==> src/rtl/busport.sv <==
// busport: busio register file and registered memory-bus cycle engine with ready timeout
module busport #(
   parameter int AW  = 20,
   parameter int DW  = 64,
   parameter int TMO = 127
) (
   input  logic          clk,
   input  logic          reset,
   input  logic          cpu_we,
   input  logic [1:0]    cpu_sel,
   input  logic [DW-1:0] cpu_d,
   output logic [DW-1:0] cpu_q,
   input  logic [1:0]    arx,
   input  logic          ecx,
   input  logic          wrx,
   input  logic          astb,
   input  logic          rd,
   input  logic          wr,
   output logic [AW-1:0] mem_addr,
   output logic          mem_astb,
   output logic          mem_rd,
   output logic          mem_wr,
   output logic [DW-1:0] mem_wdata,
   input  logic [DW-1:0] mem_rdata,
   input  logic          mem_ready,
   output logic          stall,
   output logic          timeout,
   input  logic          tmo_clr
);
   typedef enum logic [1:0] {IDLE, RWAIT, WWAIT} state_t;
   localparam logic [6:0] TMOV = 7'(TMO);
   state_t               state_q, state_d;
   logic [3:0][DW-1:0]   rg_q, rg_d;
   logic [1:0]           tgt_q, tgt_d;
   logic [6:0]           cnt_q, cnt_d;
   logic [AW-1:0]        addr_q, addr_d;
   logic [DW-1:0]        wdata_q, wdata_d;
   logic                 astb_q, astb_d, rd_q, rd_d, wr_q, wr_d, tmo_q, tmo_d;
   // Decode arbiter commands in IDLE, track ready/timeout in the wait states
   always_comb begin
      state_d = state_q;
      rg_d    = rg_q;
      tgt_d   = tgt_q;
      cnt_d   = cnt_q;
      addr_d  = addr_q;
      wdata_d = wdata_q;
      astb_d  = 1'b0;
      rd_d    = rd_q;
      wr_d    = wr_q;
      tmo_d   = tmo_q & ~tmo_clr;
      if (cpu_we) rg_d[cpu_sel] = cpu_d;
      if (state_q == IDLE) begin
         if (ecx) begin
            if (astb && !wrx) begin
               addr_d = rg_q[arx][AW-1:0];
               astb_d = 1'b1;
            end
            if (rd && wrx) begin
               tgt_d   = arx;
               rd_d    = 1'b1;
               cnt_d   = '0;
               state_d = RWAIT;
            end else if (wr && !wrx) begin
               wdata_d = rg_q[arx];
               wr_d    = 1'b1;
               cnt_d   = '0;
               state_d = WWAIT;
            end
         end
      end else if (mem_ready) begin
         if (state_q == RWAIT) rg_d[tgt_q] = mem_rdata;
         rd_d    = 1'b0;
         wr_d    = 1'b0;
         state_d = IDLE;
      end else if (cnt_q == TMOV) begin
         rd_d    = 1'b0;
         wr_d    = 1'b0;
         tmo_d   = 1'b1;
         state_d = IDLE;
      end else begin
         cnt_d = cnt_q + 7'd1;
      end
   end
   // State and output registers; reset aborts any cycle in flight
   always_ff @(posedge clk) begin
      if (reset) begin
         state_q <= IDLE;
         rg_q    <= '0;
         tgt_q   <= '0;
         cnt_q   <= '0;
         addr_q  <= '0;
         wdata_q <= '0;
         astb_q  <= 1'b0;
         rd_q    <= 1'b0;
         wr_q    <= 1'b0;
         tmo_q   <= 1'b0;
      end else begin
         state_q <= state_d;
         rg_q    <= rg_d;
         tgt_q   <= tgt_d;
         cnt_q   <= cnt_d;
         addr_q  <= addr_d;
         wdata_q <= wdata_d;
         astb_q  <= astb_d;
         rd_q    <= rd_d;
         wr_q    <= wr_d;
         tmo_q   <= tmo_d;
      end
   end
   assign cpu_q     = rg_q[3];
   assign mem_addr  = addr_q;
   assign mem_wdata = wdata_q;
   assign mem_astb  = astb_q;
   assign mem_rd    = rd_q;
   assign mem_wr    = wr_q;
   assign timeout   = tmo_q;
   assign stall     = state_q != IDLE;
endmodule
==> config.mk <==
export PLATFORM = sky130hd
export DESIGN_NAME = busport
export DESIGN_NICKNAME = d
export VERILOG_FILES = /design/src/rtl/busport.sv
export SDC_FILE = /design/constraint.sdc
export NUM_CORES = 1
export LEC_CHECK = 0
export ABC_AREA = 1
export BUFFER_PORTS_ARGS = -buffer_cell sky130_fd_sc_hd__buf_2
export CAP_MARGIN = 10
export CORE_AREA = 5 5 190 192
export DETAILED_ROUTE_END_ITERATION = 7
export DIE_AREA = 0 0 195 197
export PLACE_DENSITY_LB_ADDON = 0.2
export SYNTH_ARGS = -nofsm -noshare
export SYNTH_HDL_FRONTEND = slang
export SYNTH_SLANG_ARGS = --single-unit
export TNS_END_PERCENT = 50
==> constraint.sdc <==
create_clock -name clk -period 4.4 [get_ports clk]
set_input_delay 0.66 -clock clk [delete_from_list [all_inputs] [get_ports clk]]
set_output_delay 0.66 -clock clk [all_outputs]
set_load 0.005 [all_outputs]
==> results_dict.tcl <==
set metrics [dict create \
    regToRegEndpoint "mem_wdata[27]" \
    synth_cells 2133 \
    vias 15200 \
    r2r_cells 7 \
    htreeDepth 2 \
    grtUsageMet1_pct 31.51 \
    power.total_mw 7.449 \
    setup_viol_count_final 0 \
    use_met2_pct 41.45 \
    maxCapViolations 0 \
    cp-end-kind "register" \
    cts_setup_buffers 0 \
    syn_area_per_cell_um2 7.872 \
    clkSinkCount 355 \
    die_h_um 197 \
    ctsResizeCount 0 \
    crit_type "reg -> reg" \
    start_util_pct 49.09 \
    worstHoldEndpoint "timeout" \
    via_per_inst 5.555 \
    drt_pass1_iterations 5 \
    whs_ns 0.3986 \
    rsz0062_at_grt "no" \
    peakVddDrop_mv 0.2360 \
    dieArea_um2 38420 \
    fp.dieW_um 195 \
    detail-route-antenna-nets 0 \
    worst_slew_pin_slew_ns 1.198 \
    coreArea_um2 34200 \
    crit_family "compound AO/OA/AOI/OAI gates" \
    synth-seq-cells 355 \
    filler_cell_count 3268 \
    yosysUniqueCellTypes 27 \
    synth_fp_nets 2276 \
    layout_commonest_cell "o21ai_0" \
    cts_hold_buffers 0 \
    cts_root_buffer "clkbuf_16" \
    grt_max_degree 135 \
    crit_chain "nor2_4, inv_4, nor2_8, inv_2, o21ai_4, buf_4, o22ai_1" \
    clk_pin_slew_ns 0.05 \
    ios 295 \
    wl_per_cell_um 17.98 \
    layout_common_cells "o21ai_0, dfxtp_1, a21oi_1" \
    fp-row-count 68 \
    grtUsageMet3_pct 5.128 \
    status "finished clean" \
    hold_path.class "in -> reg" \
    nets 2395 \
    portBuffers 294 \
    slew_viol_final 0 \
    drive_gt1_share_pct 17.16 \
    slew-limit-headroom_pct 20.15 \
    fmax_mhz 389.9 \
    critical_path_depth 7 \
    worstHoldStart "tmo_clr" \
    crit_buf_inv 3 \
    cpPeakStageDelay_ns 0.71 \
    required_ns 4.76 \
    crit_fanout 40 \
    reg2reg_from "state_q[1]" \
    clk_latency_ns 0.52 \
    clockBufferDepth 3 \
    seq_area_frac_synth_pct 42.32 \
    top_usage_layer "met2" \
    grt-ovfl-total 0 \
    cts_tree "done" \
    r2r_slack_ns 1.84 \
    stdcell_count 2737 \
    cts-buffers-inserted 40 \
    period_minus_slack_ns 2.565 \
    clock_skew_ns 0.009060 \
    yosysWarnings 0 \
    track_usage_pct 24.34 \
    wl_um 49220 \
    hold_viol_final 0 \
    area_delta_synth_final_pct 13.93 \
    critPathArrivalTime_ns 2.93 \
    grt_pass1_vias 14580 \
    syn_area_um2 16790 \
    p_leak_nw 9.043 \
    period_share_pct 58.29 \
    gp_congestion 0.8244 \
    p_per_area_nw_per_um2 389.4 \
    crit_path_top_delay_cell "o21ai_4" \
    antenna_found_initial 6 \
    setup-tns-final_ns 0 \
    dr.first_iter.drc_count 1029 \
    whs_path_depth 4 \
    drc 0 \
    cp-start-kind "register" \
    post-dp-hpwl_um 30290 \
    grt_pass1_wl_um 78080 \
    place.detailed.instances 2665 \
]
[registers in the layout, indices dropped and copies added (netlist names), 2 cells and up]
register and cells:
cnt_q 7, cpu_q 64, mem_addr 20, mem_wdata 64, rg_q 192, state_q 2
tgt_q 2
[worst max path at each step]
stage,startpoint,endpoint,slack [ns]
final,state_q[1],mem_wdata[27],1.84
after CTS,state_q[1],mem_wdata[27],1.87
after floorplan,reset,mem_wdata[23],2.67
after global routing,state_q[1],mem_wdata[37],1.67
after detailed placement,arx[0],mem_wdata[60],1.60
after global placement,arx[0],mem_wdata[61],1.64
[kinds of logic (layout without fill, tap and decap cells)]
kind of cell             Yosys count  count (layout)  synth area share [%]
adder cells (fa/ha/maj)            1               1               0.07450
AND/OR/NAND/NOR                  311             311                 7.683
multiplexers                     220             220                 13.11
other                              0               4                     0
AO/OA/AOI/OAI                    836             836                 25.54
flip-flops                       355             355                 42.32
buffers and inverters            410             555                 11.27
[through the flow]
step                instance area, um2  setup WS [ns]  utilization (%)
finish                           19130          1.835            55.93
global route                     19130          1.667            55.93
CTS                              19120          1.868            55.90
detailed placement               17890          1.597            52.30
global placement                 17890          1.637            52.30
floorplan                        16790          2.673                -
[power breakdown]
group | internal, mW | switching [mW]
clock network | 1.87 | 1.29
registers | 3.36 | 0.0746
logic | 0.326 | 0.531
total | 5.55 | 1.89
[cells in the mapped netlist, drive strengths merged]
cell,n,area [um2]
inv,167,629.4
clkbuf,113,424.2
nor3,4,20.02
o22ai,72,450.4
nand4,6,37.54
dfxtp,355,7107
clkinv,2,7.510
mux2i,220,2202
nor2,64,266.5
a21oi,323,1617
nand3,57,290.3
ha,1,12.51
o21bai,1,7.510
nand2,180,675.7
o21ai,440,2213
buf,128,830.8
[routing by layer]
layer | vias up | share of wire, %
met1 | 7119 | 43
met4 | 4 | 2.1
li1 | 7531 | -
met3 | 77 | 6.8
met5 | - | 0.069
met2 | 473 | 48
[cell type report]
type,count,area [um2],area share (%)
Antenna cell,4,10.01,0.05232
Clock buffer,63,1209,6.318
Multi-Input combinational cell,1368,7873,41.15
Timing Repair Buffer,318,1694,8.855
Sequential cell,355,7107,37.15
Inverter,169,644.4,3.368
Tap cell,455,569.3,2.976
Clock inverter,5,25.02,0.1308
[worst min-delay path, stage by stage]
cell     delay (ns)
buf_2          0.08
inv_1          0.03
nand2_1        0.04
a21oi_1        0.05
Power figures use the tool's default switching activity.
